<file path="src/rtl/gmii_frame_gen.sv">
// GMII test-frame burst generator: emits N frames of FB / payload / FD / F7,
// separated by IFG idle octets, with incrementing or LFSR payload and optional error octets.
module gmii_frame_gen #(
  parameter int MAX_LEN = 64,
  parameter int LEN_W   = 7,
  parameter int IFG     = 7,
  parameter int NFR_W   = 4
) (
  input  logic             GTX_CLK,
  input  logic             RESET,
  input  logic             start,
  input  logic [NFR_W-1:0] num_frames,
  input  logic [LEN_W-1:0] pay_len,
  input  logic             mode,
  input  logic [7:0]       seed,
  input  logic [1:0]       err_en,
  input  logic [LEN_W-1:0] err_idx0,
  input  logic [LEN_W-1:0] err_idx1,
  output logic             TX_EN,
  output logic [7:0]       tx_octet,
  output logic             busy,
  output logic             done,
  output logic [NFR_W-1:0] frames_sent
);

  localparam int GAP_W = (IFG > 1) ? $clog2(IFG) : 1;

  typedef enum logic [2:0] {IDLE, SOP, DATA, EOP, EXT, GAP} state_t;

  state_t           state;
  logic [LEN_W-1:0] len_l, idx, err_idx0_l, err_idx1_l;
  logic [NFR_W-1:0] nfr_l;
  logic             mode_l;
  logic [7:0]       seed_l, pat;
  logic [1:0]       err_en_l;
  logic [GAP_W-1:0] gap_cnt;

  logic [LEN_W-1:0] len_clamped;
  logic [7:0]       pat_next, pay_octet;
  logic             hit;

  // NOTE: every always_comb output gets a default first so no path leaves it unassigned (no latch).
  always_comb begin
    len_clamped = pay_len;
    if (pay_len == '0)
      len_clamped = LEN_W'(1);
    else if (pay_len > LEN_W'(MAX_LEN))
      len_clamped = LEN_W'(MAX_LEN);

    // Left-shifting Fibonacci LFSR, taps for x^8+x^6+x^5+x^4+1.
    pat_next = mode_l ? {pat[6:0], pat[7] ^ pat[5] ^ pat[4] ^ pat[3]} : pat + 8'd1;

    hit       = (err_en_l[0] && idx == err_idx0_l) || (err_en_l[1] && idx == err_idx1_l);
    pay_octet = hit ? 8'hFF : pat;
  end

  // NOTE: sequential state uses non-blocking assignments so every register samples pre-edge values.
  always_ff @(posedge GTX_CLK or negedge RESET) begin
    if (!RESET) begin
      state       <= IDLE;
      TX_EN       <= 1'b0;
      tx_octet    <= 8'h00;
      busy        <= 1'b0;
      done        <= 1'b0;
      frames_sent <= '0;
      len_l       <= '0;
      idx         <= '0;
      err_idx0_l  <= '0;
      err_idx1_l  <= '0;
      nfr_l       <= '0;
      mode_l      <= 1'b0;
      seed_l      <= 8'h00;
      pat         <= 8'h00;
      err_en_l    <= 2'b00;
      gap_cnt     <= '0;
    end else begin
      done <= 1'b0;
      unique case (state)
        IDLE: begin
          TX_EN    <= 1'b0;
          tx_octet <= 8'h00;
          if (start) begin
            state       <= SOP;
            TX_EN       <= 1'b1;
            tx_octet    <= 8'hFB;
            busy        <= 1'b1;
            frames_sent <= '0;
            len_l       <= len_clamped;
            nfr_l       <= (num_frames == '0) ? NFR_W'(1) : num_frames;
            mode_l      <= mode;
            seed_l      <= seed;
            err_en_l    <= err_en;
            err_idx0_l  <= err_idx0;
            err_idx1_l  <= err_idx1;
            idx         <= '0;
            pat         <= (mode && seed == 8'h00) ? 8'h01 : seed;
          end
        end
        SOP, DATA: begin
          if (state == DATA && idx == len_l) begin
            state    <= EOP;
            TX_EN    <= 1'b0;
            tx_octet <= 8'hFD;
            if (frames_sent != '1) frames_sent <= frames_sent + NFR_W'(1);
          end else begin
            state    <= DATA;
            tx_octet <= pay_octet;
            pat      <= pat_next;
            idx      <= idx + LEN_W'(1);
          end
        end
        EOP: begin
          state    <= EXT;
          tx_octet <= 8'hF7;
          done     <= (frames_sent == nfr_l);
        end
        EXT: begin
          tx_octet <= 8'h00;
          idx      <= '0;
          // The incrementing pattern restarts per frame; the LFSR runs on across frames.
          if (!mode_l) pat <= seed_l;
          if (frames_sent == nfr_l) begin
            state <= IDLE;
            busy  <= 1'b0;
          end else begin
            state   <= GAP;
            gap_cnt <= GAP_W'(IFG - 1);
          end
        end
        GAP: begin
          if (gap_cnt == '0) begin
            state    <= SOP;
            TX_EN    <= 1'b1;
            tx_octet <= 8'hFB;
          end else begin
            gap_cnt <= gap_cnt - GAP_W'(1);
          end
        end
        default: state <= IDLE;
      endcase
    end
  end

endmodule

</file>
<file path="config.mk">
export PLATFORM = sky130hd
export DESIGN_NAME = gmii_frame_gen
export DESIGN_NICKNAME = d
export VERILOG_FILES = /design/src/rtl/gmii_frame_gen.sv
export SDC_FILE = /design/constraint.sdc
export NUM_CORES = 1
export LEC_CHECK = 0
export ABC_AREA = 1
export BUFFER_PORTS_ARGS = -buffer_cell sky130_fd_sc_hd__buf_2
export CAP_MARGIN = 20
export CORE_ASPECT_RATIO = 1.1
export CORE_MARGIN = 2
export CORE_UTILIZATION = 40
export CTS_CLUSTER_SIZE = 20
export DETAILED_ROUTE_END_ITERATION = 10
export SYNTH_ARGS = -nofsm -noshare
export SYNTH_HDL_FRONTEND = slang
export SYNTH_SLANG_ARGS = --single-unit
</file>
<file path="constraint.sdc">
create_clock -name GTX_CLK -period 1.8 [get_ports GTX_CLK]
set_clock_uncertainty 0.05 [all_clocks]
set_input_delay 0 -clock GTX_CLK [delete_from_list [all_inputs] [get_ports GTX_CLK]]
set_output_delay 0 -clock GTX_CLK [all_outputs]
set_load 0.02 [all_outputs]
</file>
After elaboration in Yosys (flattened, before gate mapping):

Cells that the tools add are included.

* memories kept: 0
* RAM bits: 0
* bits in latches: 0
* memory bits (read-only): 0
* output and inout bits: 15
* logic and storage cells: 106
* input bits: 39
* flip-flop bits (word level): 72

* muxes and demuxes: 37
* div/mod/pow operators: 0
* bitwise gates (word level): 3
* shift-type cells: 0
* equal/unequal tests: 19
* order comparisons: 1
* multipliers: 0
* reduce and logical (&&, ||, !) cells: 26
* add/subtract/negate cells: 4

Operators with widths (number)
* 8-bit two-way mux: 9
* 8-bit case mux with 5 select lines: 1
* 7-bit two-way mux: 4
* 8-bit case mux with 3 select lines: 1
* 7-bit equality test: 3
* 7-bit case mux with 3 select lines: 1
* 2-bit inequality test, second input constant: 9
* 4-bit two-way mux: 4
* 3-bit two-way mux: 5
* 3-bit case mux with 5 select lines: 1
* 3-bit AND reduction: 4
* 8-bit by 1-bit adder with 8-bit output, second input constant: 1
* 8-bit logical NOT: 1
* 4-bit case mux with 2 select lines: 1
* 4-bit AND reduction: 2
* 7-bit by 1-bit adder with 7-bit output, second input constant: 1
* 7-bit greater-than comparator, second input constant: 1
* 7-bit logical NOT: 1
* 1-bit two-way mux: 7
* 3-bit by 2-bit equality test with 1-bit output, second input constant: 2
* 3-bit equality test, second input constant: 2
* 3-bit logical NOT: 2
* 3-bit case mux with 2 select lines: 1
* 2-bit AND reduction: 3
* 15 further kinds: 23

Depth between registers and ports, before layout:

* depth in word-level cells: 6
* gate-level depth with buffers: 14
* depth with buffers taken out: 12

Worst setup path before layout:

No wires, ideal clock.

* kind: register to register
* from: register state[1]
* to: register pat[3]
* period minus slack after synthesis: 1546 ps
* cell stages (with the launch flop): 13
* setup slack: 254 ps
* required time: 1676 ps
* path buffers: 1
* setup time: 74 ps
* data arrival time: 1422 ps
* path through: dfrtp_1 inv_2 nand2_2 nor2_4 inv_2 nand2_4 inv_4 nand2_4 nand2_2 nor3_4 buf_6 nand2_1 o21ai_2

* word-level cells in the longest chain between the ends: 4
* elaborated cells between the ends (all ways): 12
* classes of those cells: eq/ne: 6; mux: 1; reduce/logical: 5

RTL lines
* start, declared: RTL line 30 `state_t state;`
* start signal, assigned: RTL line 60 `state <= IDLE;`
* start signal, assigned: RTL line 83 `state <= SOP;`
* start signal, assigned: RTL line 101 `state <= EOP;`
* 3-bit by 2-bit equality test with 1-bit output / 3-bit by 1-bit equality test with 1-bit output (equally long branches): RTL line 78, 100
* 2-bit OR reduction / 1-bit logical AND (equally long branches): RTL line 78, 100
* 2-bit inequality test (no source line) / 3-bit nonzero test (equally long branches)
* 4-bit AND reduction (no source line)
* end signal, assigned: RTL line 96 `pat <= (mode && seed == 8'h00) ? 8'h01 : seed;`
* end signal, assigned: RTL line 108 `pat <= pat_next;`
* end signal, assigned: RTL line 121 `if (!mode_l) pat <= seed_l;`
* end, declared: RTL line 34 `logic [7:0] seed_l, pat;`

Several ways; a longest one is shown, not always the timed one.
A chain may end at the register's enable or synchronous reset.

Worst setup path after layout:

* from: register state[1]
* to: register pat[2]

Same word-level chain as after synthesis.

==> results list <==
- The flow ran to the end, and the final reports show no timing, DRC or antenna violations.
- RePlAce Congestion: slightly above 0.9
- CTS HTree Levels: 3
- Vias per inst: roughly 4.9
- Most frequent cell after synthesis: sky130_fd_sc_hd__nand2_1
- Required time of the worst setup path: around 2.0 ns
* Global-route congestion overflow total: 0
- In this design, the critical path's most frequently occurring cell is sky130_fd_sc_hd__nand2_4.
- Number of cell instances on the worst register-to-register path: 12
- The first global-routing pass estimated about 17 mm of wire.
- Detailed-route via count: between 3,000 and 4,000
- Multi-input gate area in the final layout: between 0.0015 and 0.002 mm^2
- The filler cells instantiated in the layout total 958.
- After clock tree synthesis, the clock-pin slew on the worst setup and hold paths is 0.08 ns.
- The largest total area in the synthesized netlist belongs to sky130_fd_sc_hd__dfrtp_1.
* Mapped Nets: between 600 and 700
- Number of cells in the design after placement: approximately 750
* Main area contributors after synthesis: sky130_fd_sc_hd__dfrtp_1, sky130_fd_sc_hd__nand2_1, sky130_fd_sc_hd__inv_1
- Pins Over Slew Limit: 0
- In this run, the number of DRC markers left after iteration 0 of detailed routing was about 180.
* Seq. cell area: roughly 0.0018 mm^2
* Most numerous cell types in the synthesized netlist: sky130_fd_sc_hd__nand2_1, sky130_fd_sc_hd__dfrtp_1, sky130_fd_sc_hd__inv_1, sky130_fd_sc_hd__nor2_1, sky130_fd_sc_hd__o21ai_0
- Layout overhead on the synthesized area: 31.96%
- Number of global-route vias before repair: 3,798
- Count of boundary I/O pins: between 50 and 60
- Final setup violation count: 0
* Maximum cell stage delay along the critical path: 0.44 ns
- Synthesis produced about 570 cells.
* Maximum fanout encountered on the critical timing path: 6
* Slowest library cell on the worst path: sky130_fd_sc_hd__dfrtp_1
- Clock Tree Buf Depth: 2
- For this configuration, the core starts out at a cell density of 0.4102.
- Final critical delay including setup and external delays: 1.739 ns
- Wire length reported by the detailed router: approximately 11 mm
- Count of standard-cell rows: 38
* Number of distinct library cells after synthesis: 32
- Cells along the critical path: inv_2 -> nand2_4 -> nor2_4 -> inv_4 -> nand2_4 -> inv_6 -> nand2_4 -> nand2_4 -> nor3_4 -> buf_6 -> nand2_2 -> o21ai_1
* Number of CTS-inserted buffers: 9
- Cell Area, Synth: 0.004056 mm^2
- Port Buffers: 53
- Upper clock frequency limit: between 0.5 and 0.6 GHz
- Power density cells: between 1500 and 2000 mW/mm^2
- DRT antenna net count: 0
- Worst Max-Slew Pin Slew: 0.4018 ns
* Hold violation total from the final report: 0
* Pre-Repair DR Iteration Count: 6
- The root buffer cell chosen for the clock tree is sky130_fd_sc_hd__clkbuf_8.
- Final Instance Area: 0.005353 mm^2
- The worst setup path is launched from a flop.
- Counting instances, the worst hold path has a depth of 3.
* Worst path arrival time: ~2.0 ns
- Syn_area_per_cell: just over 7 um^2
- Wire length per cell: around 13 um
- LEAKAGE: between 2 and 3 nW
* Max Cap Viol: 0
- Crit path kind: reg2reg
- Initial antenna violation count: 0
* Class of the tightest hold or removal check: in2reg
- After synthesis, the share of flip-flops with an asynchronous set or reset is 1.000.
- Core box area: 0.009889 mm^2
- Across all register-to-register paths, the minimum setup slack is just over 0.06 ns.
- The floorplan step defined a die boundary enclosing between 0.01 and 0.015 mm^2.
- The worst setup path is captured at a flop.
- Remaining max-slew budget at the tightest pin: 0.7321
- HPWL Detailed: approximately 7.5 mm
- For this run, the leading register cell type out of synthesis is sky130_fd_sc_hd__dfrtp_1.
* Post-route setup TNS: 0 ns
- Across the VDD grid, the largest voltage drop is 0.6758 mV.
- Entering global routing, the biggest net connects between 70 and 80 pins.
- In the finished design, the share of the clock period the worst path needs comes to 0.9659.
- The clock reaches the later pin of the worst-skew pair after between 0.3 and 0.4 ns.
- Excluding fillers, the count of instances in the completed layout stands at between 800 and 900.
- Warnings, synthesis: 0
- In the final layout, the share of cells above drive strength 1 is 0.2209.
- Once placement finished, the instance area stood at 0.004631 mm^2.
- Sinks on Clock Net: 72
- For this run, design rule violations remaining after detail routing come to 0.
- Hold Worst Slack: ~0.0032 ns
- The die is 100.0 um wide.
- Total of flip-flops plus latches after synthesis: 72
* GRT Total Usage: 0.2017
- The number of antenna diodes in the final layout is 0.
* Vertical die dimension: roughly 110 um
* Top-area cell type share of the netlist area: 0.4442
- Sequential fraction of the synthesis area: 0.4442
- Setup repair after global routing could not meet its margin everywhere.
- TritonCTS built the clock tree.
- Number of flops mapped to enable cells by yosys: 0
- For this run, the post-layout net count is between 700 and 800.
## flip-flops by register name, indices dropped and copies added, names as in the netlist, 2 cells and up
signal,count
seed_l,8
nfr_l,4
state,3
tx_octet,8
gap_cnt,3
idx,7
frames_sent,4
len_l,7
err_en_l,2
pat,8
err_idx1_l,7
err_idx0_l,7
## logic make-up after synthesis
family / synth area share
adders and majority gates: 0.01542
xor gates and xnor gates: 0.02159
and+or+nand+nor: 0.3115
buffers and inverters: 0.1006
DFF: 0.4442
AOI/OAI and AO/OA: 0.1067
## area by class of cell
type / instances / share of cell area
clock buffer: 9 / 0.02314
tap: 120 / 0.02805
sequential: 72 / 0.3373
multi-input combinational: 396 / 0.3567
timing repair buffer: 130 / 0.1816
inverter: 83 / 0.05961
clock inverter: 7 / 0.01356
## cell usage in the layout (no fill, tap or decap), types with 6 or more instances in the layout
cell type,count
sky130_fd_sc_hd__clkbuf_8,9
sky130_fd_sc_hd__buf_4,35
sky130_fd_sc_hd__a21oi_1,10
sky130_fd_sc_hd__nand3_1,30
sky130_fd_sc_hd__dfrtp_1,69
sky130_fd_sc_hd__o21ai_1,17
sky130_fd_sc_hd__o21ai_0,34
sky130_fd_sc_hd__nand4_1,10
sky130_fd_sc_hd__nor2_1,44
sky130_fd_sc_hd__dlygate4sd3_1,37
sky130_fd_sc_hd__inv_1,67
sky130_fd_sc_hd__inv_2,14
sky130_fd_sc_hd__nor2_4,6
sky130_fd_sc_hd__buf_2,53
sky130_fd_sc_hd__nand2_1,197
## through the flow
step	util	power, W	worst slack (ns)
final	0.5412	0.009246	0.06135
after global routing	0.5412	0.01011	-0.04555
after CTS	0.5273	0.008948	0.01719
after detailed placement	0.4682	0.007517	-0.08830
after global placement	0.4682	0.007432	0.03363
after floorplan	-	0.006110	0.2539
## timing repair
action / CTS / global route
pin swaps: 0 / 7
buffers inserted: 0 / 10
setup endpoints to repair: 8 / 48
resized for setup: 3 / 23
hold buffers: 37 / 0
hold endpoints to repair: 113 / 0
## routing by layer
layer  up-vias  share of wire  global-route usage
met5         -              0                   0
met4         0          0.025             0.08317
met3        20          0.037             0.02797
met2       103           0.51              0.3711
met1      1839           0.43              0.2362
li1       2014              -                   -
## where the power goes
group | total (W) | switching [W] | leakage [nW] | internal [W]
logic | 0.00501 | 0.00295 | 1.84 | 0.00206
registers | 0.00294 | 0.000582 | 0.892 | 0.00235
clock network | 0.00130 | 0.000658 | 0.0952 | 0.000640
## final timing paths
kind,from,endpoint
setup reg to reg,state[1]$_DFFE_PN0P_,pat[2]$_DFFE_PN0P_
max in group asynchronous,RESET,state[0]$_DFFE_PN0P_
setup / recovery,state[1]$_DFFE_PN0P_,pat[2]$_DFFE_PN0P_
hold reg to reg,err_en_l[1]$_DFFE_PN0P_,err_en_l[1]$_DFFE_PN0P_
hold / removal,start,TX_EN$_DFFE_PN0P_
min in group asynchronous,RESET,tx_octet[6]$_DFFE_PN0P_
## critical path, delay by kind of cell, from the launching register on
family / cells / cell delay (ns)
and+or+nand+nor: 7 / 0.71
DFF: 1 / 0.44
buffers and inverters: 4 / 0.39
AOI/OAI and AO/OA: 1 / 0.07
Note: power is estimated with default switching activity, not from simulation.
